==> config.mk <==
export PLATFORM = sky130hd
export DESIGN_NAME = pwr_switch_emu
export DESIGN_NICKNAME = d
export VERILOG_FILES = /design/src/rtl/pwr_switch_emu_pkg.sv /design/src/rtl/pwr_switch_emu_lane.sv /design/src/rtl/pwr_switch_emu.sv
export SDC_FILE = /design/constraint.sdc
export NUM_CORES = 1
export LEC_CHECK = 0
export CAP_MARGIN = 20
export CELL_PAD_IN_SITES_DETAIL_PLACEMENT = 0
export CELL_PAD_IN_SITES_GLOBAL_PLACEMENT = 1
export CORE_MARGIN = 1.5
export CORE_UTILIZATION = 49
export CTS_CLUSTER_DIAMETER = 100
export CTS_CLUSTER_SIZE = 10
export DETAILED_ROUTE_END_ITERATION = 12
export DONT_BUFFER_PORTS = 1
export GPL_TIMING_DRIVEN = 0
export PLACE_DENSITY = 0.79
export SLEW_MARGIN = 20
export SYNTH_ARGS = -nofsm -noshare
export SYNTH_HDL_FRONTEND = slang
export SYNTH_SLANG_ARGS = --single-unit
export TNS_END_PERCENT = 20
==> constraint.sdc <==
create_clock -name clk_i -period 5.1 [get_ports clk_i]
set_input_delay 1.02 -clock clk_i [delete_from_list [all_inputs] [get_ports clk_i]]
set_output_delay 1.02 -clock clk_i [all_outputs]
set_load 0.1 [all_outputs]
==> src/rtl/pwr_switch_emu_pkg.sv <==
// Shared types and constants for the power-switch emulator.
// Lane state encoding, ramp counter width and the saturating count adder.
package pwr_switch_emu_pkg;

    localparam int CNT_W = 8;
    localparam int ACC_W = 16;
    localparam int INC_W = 6;

    typedef enum logic [1:0] {
        LANE_ON       = 2'd0,
        LANE_RAMP_OFF = 2'd1,
        LANE_OFF      = 2'd2,
        LANE_RAMP_ON  = 2'd3
    } lane_state_e;

    // Adding up to 32 completions can carry out of 16 bits; clamp instead of wrapping.
    function automatic logic [ACC_W-1:0] sat_add(input logic [ACC_W-1:0] acc,
                                                 input logic [INC_W-1:0] inc);
        logic [ACC_W:0] sum;
        sum = {1'b0, acc} + {{(ACC_W+1-INC_W){1'b0}}, inc};
        return sum[ACC_W] ? {ACC_W{1'b1}} : sum[ACC_W-1:0];
    endfunction

endpackage

==> src/rtl/pwr_switch_emu_lane.sv <==
// One emulated power switch: stable/ramp FSM with a down-counter for the latency.
// ack_n and busy are registered; done flags the cycle whose edge completes a ramp.
module pwr_switch_emu_lane
    import pwr_switch_emu_pkg::*;
#(
    parameter int ON_LATENCY  = 15,
    parameter int OFF_LATENCY = 15
) (
    input  logic clk,
    input  logic rst_n,
    input  logic switch_n,
    input  logic hold,
    output logic ack_n,
    output logic busy,
    output logic done
);

    localparam logic [CNT_W-1:0] ON_LOAD  = CNT_W'(ON_LATENCY - 1);
    localparam logic [CNT_W-1:0] OFF_LOAD = CNT_W'(OFF_LATENCY - 1);

    lane_state_e      state;
    lane_state_e      state_next;
    logic [CNT_W-1:0] cnt;
    logic [CNT_W-1:0] cnt_next;

    always_ff @(posedge clk or negedge rst_n) begin
        if (!rst_n) begin
            state <= LANE_ON;
            cnt   <= '0;
            ack_n <= 1'b0;
            busy  <= 1'b0;
        end else begin
            state <= state_next;
            cnt   <= cnt_next;
            ack_n <= (state_next == LANE_OFF) || (state_next == LANE_RAMP_ON);
            busy  <= (state_next == LANE_RAMP_OFF) || (state_next == LANE_RAMP_ON);
        end
    end

    // A reverted request beats both hold and completion: the lane falls back without toggling.
    always_comb begin
        state_next = state;
        cnt_next   = cnt;
        done       = 1'b0;
        case (state)
            LANE_ON: begin
                if (switch_n) begin
                    state_next = LANE_RAMP_OFF;
                    cnt_next   = OFF_LOAD;
                end
            end
            LANE_OFF: begin
                if (!switch_n) begin
                    state_next = LANE_RAMP_ON;
                    cnt_next   = ON_LOAD;
                end
            end
            LANE_RAMP_OFF: begin
                if (!switch_n) begin
                    state_next = LANE_ON;
                    cnt_next   = '0;
                end else if (!hold) begin
                    if (cnt == '0) begin
                        state_next = LANE_OFF;
                        done       = 1'b1;
                    end else begin
                        cnt_next = cnt - CNT_W'(1);
                    end
                end
            end
            LANE_RAMP_ON: begin
                if (switch_n) begin
                    state_next = LANE_OFF;
                    cnt_next   = '0;
                end else if (!hold) begin
                    if (cnt == '0) begin
                        state_next = LANE_ON;
                        done       = 1'b1;
                    end else begin
                        cnt_next = cnt - CNT_W'(1);
                    end
                end
            end
            default: begin
                state_next = LANE_ON;
                cnt_next   = '0;
            end
        endcase
    end

endmodule

==> src/rtl/pwr_switch_emu.sv <==
// Multi-domain power-switch emulator: one lane per domain plus a saturating
// count of completed acknowledge transitions across all domains.
module pwr_switch_emu
    import pwr_switch_emu_pkg::*;
#(
    parameter int NUM_DOMAINS = 3,
    parameter int ON_LATENCY  = 15,
    parameter int OFF_LATENCY = 15
) (
    input  logic                   clk_i,
    input  logic                   rst_ni,
    input  logic [NUM_DOMAINS-1:0] switch_n_i,
    input  logic [NUM_DOMAINS-1:0] hold_i,
    output logic [NUM_DOMAINS-1:0] ack_n_o,
    output logic [NUM_DOMAINS-1:0] busy_o,
    output logic [ACC_W-1:0]       switch_cnt_o
);

    logic [NUM_DOMAINS-1:0] done;
    logic [INC_W-1:0]       done_sum;

    for (genvar g = 0; g < NUM_DOMAINS; g++) begin : g_lane
        pwr_switch_emu_lane #(
            .ON_LATENCY (ON_LATENCY),
            .OFF_LATENCY(OFF_LATENCY)
        ) u_lane (
            .clk     (clk_i),
            .rst_n   (rst_ni),
            .switch_n(switch_n_i[g]),
            .hold    (hold_i[g]),
            .ack_n   (ack_n_o[g]),
            .busy    (busy_o[g]),
            .done    (done[g])
        );
    end

    always_comb begin
        done_sum = '0;
        for (int i = 0; i < NUM_DOMAINS; i++) begin
            done_sum = done_sum + INC_W'(done[i]);
        end
    end

    // Counts land on the same edge as the ack toggles they correspond to.
    always_ff @(posedge clk_i or negedge rst_ni) begin
        if (!rst_ni) begin
            switch_cnt_o <= '0;
        end else begin
            switch_cnt_o <= sat_add(switch_cnt_o, done_sum);
        end
    end

endmodule

==> results.toml, run 1 <==
[clocking]
cts_hold_buf = 0
cts.htree.levels = 2
root_buffer = "clkbuf_8"
clkTransAtPathRegs_ns = 0.09
numCtsBuffers = 5
ctsLongestPathBuffers = 2
clock_latency_ns = 0.30
clock-sinks = 49
tritoncts = "built"
cts_resized = 0
cts_setup_buffers = 0

[synthesis]
yosys-top-cells-count = "dfrtp_1, nand2_1, nor2_1"
synth_area_um2 = 2790
synth_edf_count = 0
yosysTopAreaCellShare_pct = 44.0
yosys.area.top_type = "dfrtp_1"
synth_top_cells_by_area = "dfrtp_1, nand2_1, xnor2_1, ha_1, nor2_1"
syn_inst = 296
ys.flop_type = "dfrtp_1"
yosysMostFrequentCell = "dfrtp_1"
synth_nets = 314
ys_types = 50
yosysSeqAreaShare_pct = 44.0
synth-async-reset-ratio_pct = 100
avgSynthCellArea_um2 = 9.42
yosys_warnings = 0
ys_seq_elements = 49

[drt]
via_count = 2146
via_per_inst = 5.71
firstDrtPassIters = 4
drt-initial-drc-count = 127
final_antenna_net_count = 0
drt_wl_total_um = 5440
drc = 0
routedWlPerCell_um = 14.5

[die]
dieHeight_um = 78.4
core_um2 = 5510
start_util_pct = 50.6
dieWidth_um = 78.4
die_area_um2 = 6150
rows = 27
ioPinCount = 30

[grt]
grt_pass1_wl_um = 9450
overflow = 0
grt_max_degree = 50
antenna_found_initial = 0
grt_pass1_vias = 1996
grt_use_total_pct = 19.3

[cells_and_area]
nNetsFinal = 321
drive_gt1_share_pct = 9.54
fin_cells = 376
antenna_cells = 0
fill_cells = 526
multi_input_area_um2 = 1420
area_delta_synth_final_pct = 7.40
design_area_um2 = 3000
ff_latch_area_um2 = 1230

[power]
p_int_w = 0.000989
swShare_pct = 48.8
p_seq_share_pct = 39.1
power_leakage_nw = 1.33
p_total_w = 0.00193
comb_power_share_pct = 45.6
clockPowerShare_pct = 15.3
power_switching_w = 0.000941
powerDensity_nw_per_um2 = 644
vdd_drop_max_uv = 308

[timing]
rsz0062_at_grt = "false"
period_share_pct = 81.5
setup_violations = 0
slew_headroom_pct = 30.3
final.hold.worst_slack_ns = 0.398
clock_skew_ns = 0.00701
slew_violations = 0
finalSetupTns_ns = 0
hold_violations = 0
fin_crit_ns = 4.16
tightest_slew_ns = 1.05
fmax_ghz = 0.241

[placement]
port_buffers = 0
hpwlAfterDp_um = 3880
gp_congestion = 0.783
dp_cells = 368
placed_cell_area_um2 = 2880

[worst_setup_path]
worst_setup_path_end_kind = "flop"
cp_max_fo = 10
crit_type = "flop to flop"
startpoint_type = "flop"
worst_ep_arrival_time_ns = 4.32
required_ns = 5.26

[run_status]
status = "complete, no violations"

[job]
max_cap_violations = 0

[worst_hold_path]
hold_class = "input port to async pin"
==> cell type report <==
type	instances	share of cell area (%)
Multi-Input combinational cell	217	47.3
Sequential cell	49	40.9
Clock buffer	7	2.88
Clock inverter	1	1.00
Tap cell	72	3.01
Buffer	11	2.46
Inverter	19	2.38
==> power groups by stage <==
stage	clock network, W	logic, W	registers [W]
after global placement	0	0.000869	0.000761
after detailed placement	0	0.000880	0.000765
after CTS	0.000302	0.000883	0.000757
after global routing	0.000318	0.000982	0.000778
final	0.000295	0.000880	0.000755
after floorplan	0	0.000768	0.000727
==> state kept, by name, summed over array words and instances, names as in the netlist <==
name                 flops
g_lane.u_lane.state      3
switch_cnt_o            16
g_lane.u_lane.busy       3
g_lane.u_lane.cnt       24
g_lane.u_lane.ack_n      3
==> worst max-delay path, cell delays in order, from the launching register on <==
cell      delay (ns)
dfrtp_1         0.43
inv_1           0.09
ha_1            0.15
nor4b_1         0.54
and4_1          0.29
buf_2           0.15
nand2_1         0.09
fa_1            0.52
inv_1           0.05
ha_1            0.23
fa_1            0.46
nand2_1         0.15
nor2_1          0.13
nand3_1         0.19
clkbuf_1        0.40
o21ai_0         0.16
==> cell families (layout without fill, tap and decap cells) <==
kind of cell | count (synthesis) | after routing | share of synthesized area (%)
and+or+nand+nor | 111 | 111 | 20.1
AOI/OAI and AO/OA | 66 | 66 | 15.7
DFF | 49 | 49 | 44.0
buffers and inverters | 30 | 38 | 5.20
xor gates and xnor gates | 22 | 22 | 6.91
adders and majority gates | 10 | 10 | 5.02
muxes | 8 | 8 | 3.14
==> cells in the final DEF (no fill, tap or decap), types with 7 or more instances in the layout <==
cell type and count:
dfrtp_1 49, nand2_1 36, nor2_1 22, inv_1 19, a21oi_1 16, xnor2_1 15, a31oi_1 13, o21ai_0 13
nand3_1 11, nor3_1 8, ha_1 8, xor2_1 7, nor4_1 7
==> through the flow <==
stage / util, % / setup slack, ns
after floorplan: - / 1.40
after detailed placement: 52.3 / 0.922
after global routing: 54.4 / 0.559
after global placement: 52.3 / 0.934
final: 54.4 / 0.944
after CTS: 54.4 / 0.893
==> per-layer routing <==
| layer | global-route usage [%] | up-vias | part of all wire, % |
|---|---|---|---|
| met5 | 0 | - | 0 |
| met4 | 5.71 | 0 | 0.99 |
| met3 | 5.12 | 4 | 5.9 |
| met2 | 29.0 | 54 | 44 |
| met1 | 27.2 | 1022 | 49 |
| li1 | - | 1066 | - |
==> worst paths after layout <==
kind                                                end                    start  slack (ns)  depth (start not counted)
worst min-delay path            g_lane[2].u_lane.cnt[4]                   rst_ni        0.40                          0
max in group asynchronous       g_lane[0].u_lane.cnt[0]                   rst_ni        4.60                          0
min in group clk_i              g_lane[0].u_lane.cnt[7]  g_lane[0].u_lane.cnt[7]        0.49                          1
worst min register to register  g_lane[0].u_lane.cnt[7]  g_lane[0].u_lane.cnt[7]        0.49                          1
worst max register to register          switch_cnt_o[6]  g_lane[0].u_lane.cnt[0]        0.94                         15
worst max-delay path                    switch_cnt_o[6]  g_lane[0].u_lane.cnt[0]        0.94                         15
No activity file was read; power rests on OpenSTA's default activity.
==> run 2, diff against run 1 <==
--- a/config.mk
+++ b/config.mk
@@ -9,13 +9,13 @@
 export CELL_PAD_IN_SITES_DETAIL_PLACEMENT = 0
 export CELL_PAD_IN_SITES_GLOBAL_PLACEMENT = 1
 export CORE_MARGIN = 1.5
-export CORE_UTILIZATION = 49
+export CORE_UTILIZATION = 44
 export CTS_CLUSTER_DIAMETER = 100
 export CTS_CLUSTER_SIZE = 10
 export DETAILED_ROUTE_END_ITERATION = 12
 export DONT_BUFFER_PORTS = 1
 export GPL_TIMING_DRIVEN = 0
-export PLACE_DENSITY = 0.79
+export PLACE_DENSITY = 0.75
 export SLEW_MARGIN = 20
 export SYNTH_ARGS = -nofsm -noshare
 export SYNTH_HDL_FRONTEND = slang
==> constraint.sdc (replaced) <==
create_clock -name clk_i -period 3.8 [get_ports clk_i]
set_input_delay 0.76 -clock clk_i [delete_from_list [all_inputs] [get_ports clk_i]]
set_output_delay 0.76 -clock clk_i [all_outputs]
set_load 0.1 [all_outputs]
==> results.toml, run 2 (synthesis gave the netlist of run 1 again) <==
[timing]
clock_skew_ns = 0.00823
setup_violations = 0
finalWorstSetupSlack_ns = 0.287
rsz0062_at_grt = "false"
hold_violations = 0
fin_crit_ns = 3.51
period_share_pct = 92.5
fmax_ghz = 0.285
slew_headroom_pct = 30.0
slew_violations = 0
tightest_slew_ns = 1.05

[cells_and_area]
final_common_cell = "dfrtp_1"
top_register = "g_lane.u_lane.cnt"
area_delta_synth_final_pct = 8.93
largestRegisters = "g_lane.u_lane.cnt x24, switch_cnt_o x16"
drive_gt1_share_pct = 11.5
largest_reg_flops = 24
antenna_cells = 0
layout_common_cells = "dfrtp_1, nand2_1, nor2_1, inv_1, a21oi_1"
fin_cells = 380
nNetsFinal = 322

[job]
max_cap_violations = 0

[run_status]
status = "complete, no violations"

[placement]
place_ws_ns = -0.393
hpwlAfterDp_um = 3780
gp_congestion = 0.747
port_buffers = 0
dp_cells = 371

[worst_setup_path]
cp_slowest_cell = "or4_4"
rr_startpoint = "g_lane[2].u_lane.cnt[3]"
path_buf_inv = 3
critical-path-top-delay-family = "simple AND/OR/NAND/NOR gates"
cp_max_fo = 10
startpoint_type = "flop"
max_stage_delay_ns = 0.56
crit_type = "flop to flop"
path_cells = "buf_6, or4_4, nor3_4, nand3_1, fa_1, inv_1, ha_1, fa_1, nand2_1, nor2_2, nand3_2, clkbuf_4, o21ai_0"
crit_start = "g_lane[2].u_lane.cnt[3]"
reg2regPathDepth = 13
cpMostUsedCell = "fa_1"
worst_ep_arrival_time_ns = 3.69
required_ns = 3.98
worst_setup_path_end_kind = "flop"
cp_num_cells = 13

[grt]
grt_pass1_wl_um = 9010
gr-usage-met3_pct = 4.73
grt-busiest-layer = "met2"
overflow = 0
grtUsageMet2_pct = 26.6
antenna_found_initial = 0
grt_pass1_vias = 1952
grt_max_degree = 50
met1_usage_pct = 24.1
grt_use_total_pct = 17.3

[die]
dieWidth_um = 82.6
core_um2 = 6030
rows = 28
ioPinCount = 30
dieHeight_um = 82.6
start_util_pct = 46.3
die_area_um2 = 6830

[clocking]
ctsLongestPathBuffers = 2
cts.htree.levels = 2
root_buffer = "clkbuf_8"
tritoncts = "built"
clock_latency_ns = 0.30
cts_hold_buf = 0
numCtsBuffers = 5
clock-sinks = 49
clkTransAtPathRegs_ns = 0.09

[power]
vdd_drop_max_uv = 696
power_leakage_nw = 1.35
powerDensity_nw_per_um2 = 858

[drt]
via_count = 2144
drt-initial-drc-count = 70
final_antenna_net_count = 0
via_per_inst = 5.64
drt_wl_total_um = 5420
routedWlPerCell_um = 14.3
drc = 0
firstDrtPassIters = 4

[worst_hold_path]
hold_class = "input port to async pin"
-- run 2: changes by cell type in the layout (fill, tap and decap cells not counted), sizes merged --
cell,previous run,this run
buf,8,9
-- run 2: timing repair --
action,in CTS,in global routing
buffers inserted,0,1
endpoints found under the setup margin,11,11
gates resized for setup,3,5
-- run 2: through the flow --
step	hold slack, ns	setup TNS, ns	instance area (µm²)	utilization, %	power, W
floorplan	0.451	0	2790	-	0.00201
CTS	0.120	0	3020	50.0	0.00262
detailed placement	0.465	-3.33	2880	47.8	0.00220
global route	0.112	0	3040	50.4	0.00280
global placement	0.465	-3.28	2880	47.8	0.00220
finish	0.139	0	3040	50.4	0.00261
-- run 2: routing by layer --
metal / up-vias / share of wire [%]
met2: 33 / 45
met5: - / 0
met3: 2 / 4.2
met4: 0 / 0.50
li1: 1068 / -
met1: 1041 / 50
-- run 2: worst paths after layout --
path	slack [ns]	end
max	0.29	switch_cnt_o[6]
min	0.14	g_lane[2].u_lane.cnt[4]
max reg2reg	0.29	switch_cnt_o[6]
min reg2reg	0.50	g_lane[2].u_lane.cnt[7]
max in group asynchronous	3.57	g_lane[0].u_lane.cnt[7]
min in group clk_i	0.50	g_lane[2].u_lane.cnt[7]
-- run 2: where the power goes --
group          leakage, nW  internal (W)  switching (W)
sequential           0.621      0.000689       0.000332
combinational        0.667      0.000438       0.000758
clock               0.0585      0.000215       0.000175
-- run 2: cell type report --
type	count	area, µm²
well taps	75	93.8
multi-input cells	217	1450
fillers	590	2990
clock buffers	7	86.3
flip-flops and latches	49	1230
repair buffers	1	7.51
plain buffers	11	77.6
inverters	19	71.3
clock inverters	1	30.0
-- run 2: worst reg2reg max path: stages, from the launching register on --
cell,delay [ns]
dfrtp_1,0.38
buf_6,0.13
or4_4,0.57
nor3_4,0.21
nand3_1,0.14
fa_1,0.53
inv_1,0.05
ha_1,0.23
fa_1,0.46
nand2_1,0.17
nor2_2,0.10
nand3_2,0.12
clkbuf_4,0.21
o21ai_0,0.09
==> RTL edit (flow settings as in run 1) <==
The 4 states of `lane_state_e` get a one-hot encoding in 4 bits.
--- a/src/rtl/pwr_switch_emu_pkg.sv
+++ b/src/rtl/pwr_switch_emu_pkg.sv
@@ -8,7 +8,7 @@
 
-    typedef enum logic [1:0] {
-        LANE_ON       = 2'd0,
-        LANE_RAMP_OFF = 2'd1,
-        LANE_OFF      = 2'd2,
-        LANE_RAMP_ON  = 2'd3
+    typedef enum logic [3:0] {
+        LANE_ON       = 4'b0001,
+        LANE_RAMP_OFF = 4'b0010,
+        LANE_OFF      = 4'b0100,
+        LANE_RAMP_ON  = 4'b1000
     } lane_state_e;
Behaviour: same outputs for any inputs over 10 cycles, from zero or initial values and one cycle with rst_ni low; not proved beyond that.
==> RTL edit against run 1 <==
Synthesized cell count is 36% higher. Worst setup slack worse by 330 ps. Wire length is 44% higher. Area after synthesis is 31% higher. Sequential cell count is 9 higher. Power is 16% lower. Non-clock buffer count is 14 higher. Final area is 32% higher. Critical path type is now input pin to flop.
==> RTL edit: results (changes against run 1) <==
DRT met1 WL=3.898 mm (+46%); Largest regs=g_lane.u_lane.cnt (24), switch_cnt_o (16), g_lane.u_lane.state (12); Multi-In Gates=295 (+36%); vias=3037 (+42%); status=finished, final reports clean; fraction of layout cells with a size suffix above 1=0.08373 (-0.01166); register area share after synthesis=0.3988 (-0.04083); delay-heaviest family, CP=buffers and inverters; P_sw=654.4 uW (-30%); GR Util met3=0.05355 (+0.002392); r2r startpoint=g_lane[2].u_lane.cnt[3]$_DFFE_PN0P_; R2R setup slack=750 ps (-190 ps); CP arrival=4680 ps (+360 ps); Post-Layout Cell Count=517 (+38%); inverters=25 (+6); crit path from=switch_n_i[2]; clk tree area frac=0.04672 (+0.007870); fmax=223.1 MHz (-7.3%); Fill cells=680 (+29%); seq pwr=706 uW (-6.5%); metal2 WL=3.499 mm (+46%); Leak Pwr=0.001728 uW (+30%); top cells by count, synth=dfrtp_1, nand2_1, inv_1, nor2_1, o21ai_0; vias in the first global route=2857 (+43%); Seq area share=0.3671 (-0.04225); Signal buffers=25 (+14); wire per inst=15.10 um (+4.5%); DR iter-0 viols=140 (+10%); CP Capture Point=switch_cnt_o[8]$_DFF_PN0_; gpl congestion=0.8283 (+5.7%); fraction of area in multi-input gates=0.5013 (+0.02800); Mapped Nets=421 (+34%); synthesized area per cell=9.053 sq um (-3.9%); final-layout non-clock buffer area share=0.02999 (+0.005342); Placed Cells incl. Taps=502 (+36%); CTS clk-pin slew, worst paths=70 ps (-20 ps); Final #Nets=432 (+35%); Final Skew=10.20 ps (+3.192 ps)
RTL edit: changes by cell type in the layout (fill, tap and decap cells not counted), sizes merged, moves of 6 or more:
| cell | run 1 | this run |
|---|---|---|
| clkbuf | 10 | 28 |
| dfrtp | 49 | 55 |
| nand2b | 6 | 15 |
| nor3b | 1 | 8 |
| xnor2 | 15 | 2 |
| inv | 19 | 25 |
| or4 | 1 | 8 |
| o21ai | 13 | 21 |
| a21oi | 16 | 7 |
RTL edit: worst min-delay path by stage:
stage,depth (start not counted),end,from
final,0,g_lane[2].u_lane.state[1]$_DFF_PN0_,rst_ni
after detailed placement,1,g_lane[2].u_lane.cnt[7]$_DFFE_PN0P_,g_lane[2].u_lane.cnt[7]$_DFFE_PN0P_
after global routing,0,g_lane[2].u_lane.state[2]$_DFF_PN0_,rst_ni
after CTS,0,g_lane[2].u_lane.state[1]$_DFF_PN0_,rst_ni
after floorplan,1,g_lane[2].u_lane.cnt[7]$_DFFE_PN0P_,g_lane[2].u_lane.cnt[7]$_DFFE_PN0P_
after global placement,1,g_lane[2].u_lane.cnt[7]$_DFFE_PN0P_,g_lane[2].u_lane.cnt[7]$_DFFE_PN0P_
RTL edit: cell families (layout without fill, tap and decap cells):
kind of cell | after synthesis | after routing | synth area share
adder cells (fa/ha/maj) | 10 | 10 | 0.03841
XOR/XNOR | 10 | 10 | 0.02401
buffers and inverters | 50 | 65 | 0.05830
AO/OA/AOI/OAI | 103 | 103 | 0.1993
multiplexers | 6 | 6 | 0.01715
flip-flops | 58 | 58 | 0.3988
AND/OR/NAND/NOR | 166 | 166 | 0.2641
RTL edit: through the flow:
step	area, sq um	total power [uW]
3_5_place_dp	3772	1196
3_3_place_gp	3772	1188
2_1_floorplan	3649	1090
5_1_grt	3964	1712
6_report	3964	1612
4_1_cts	3958	1618
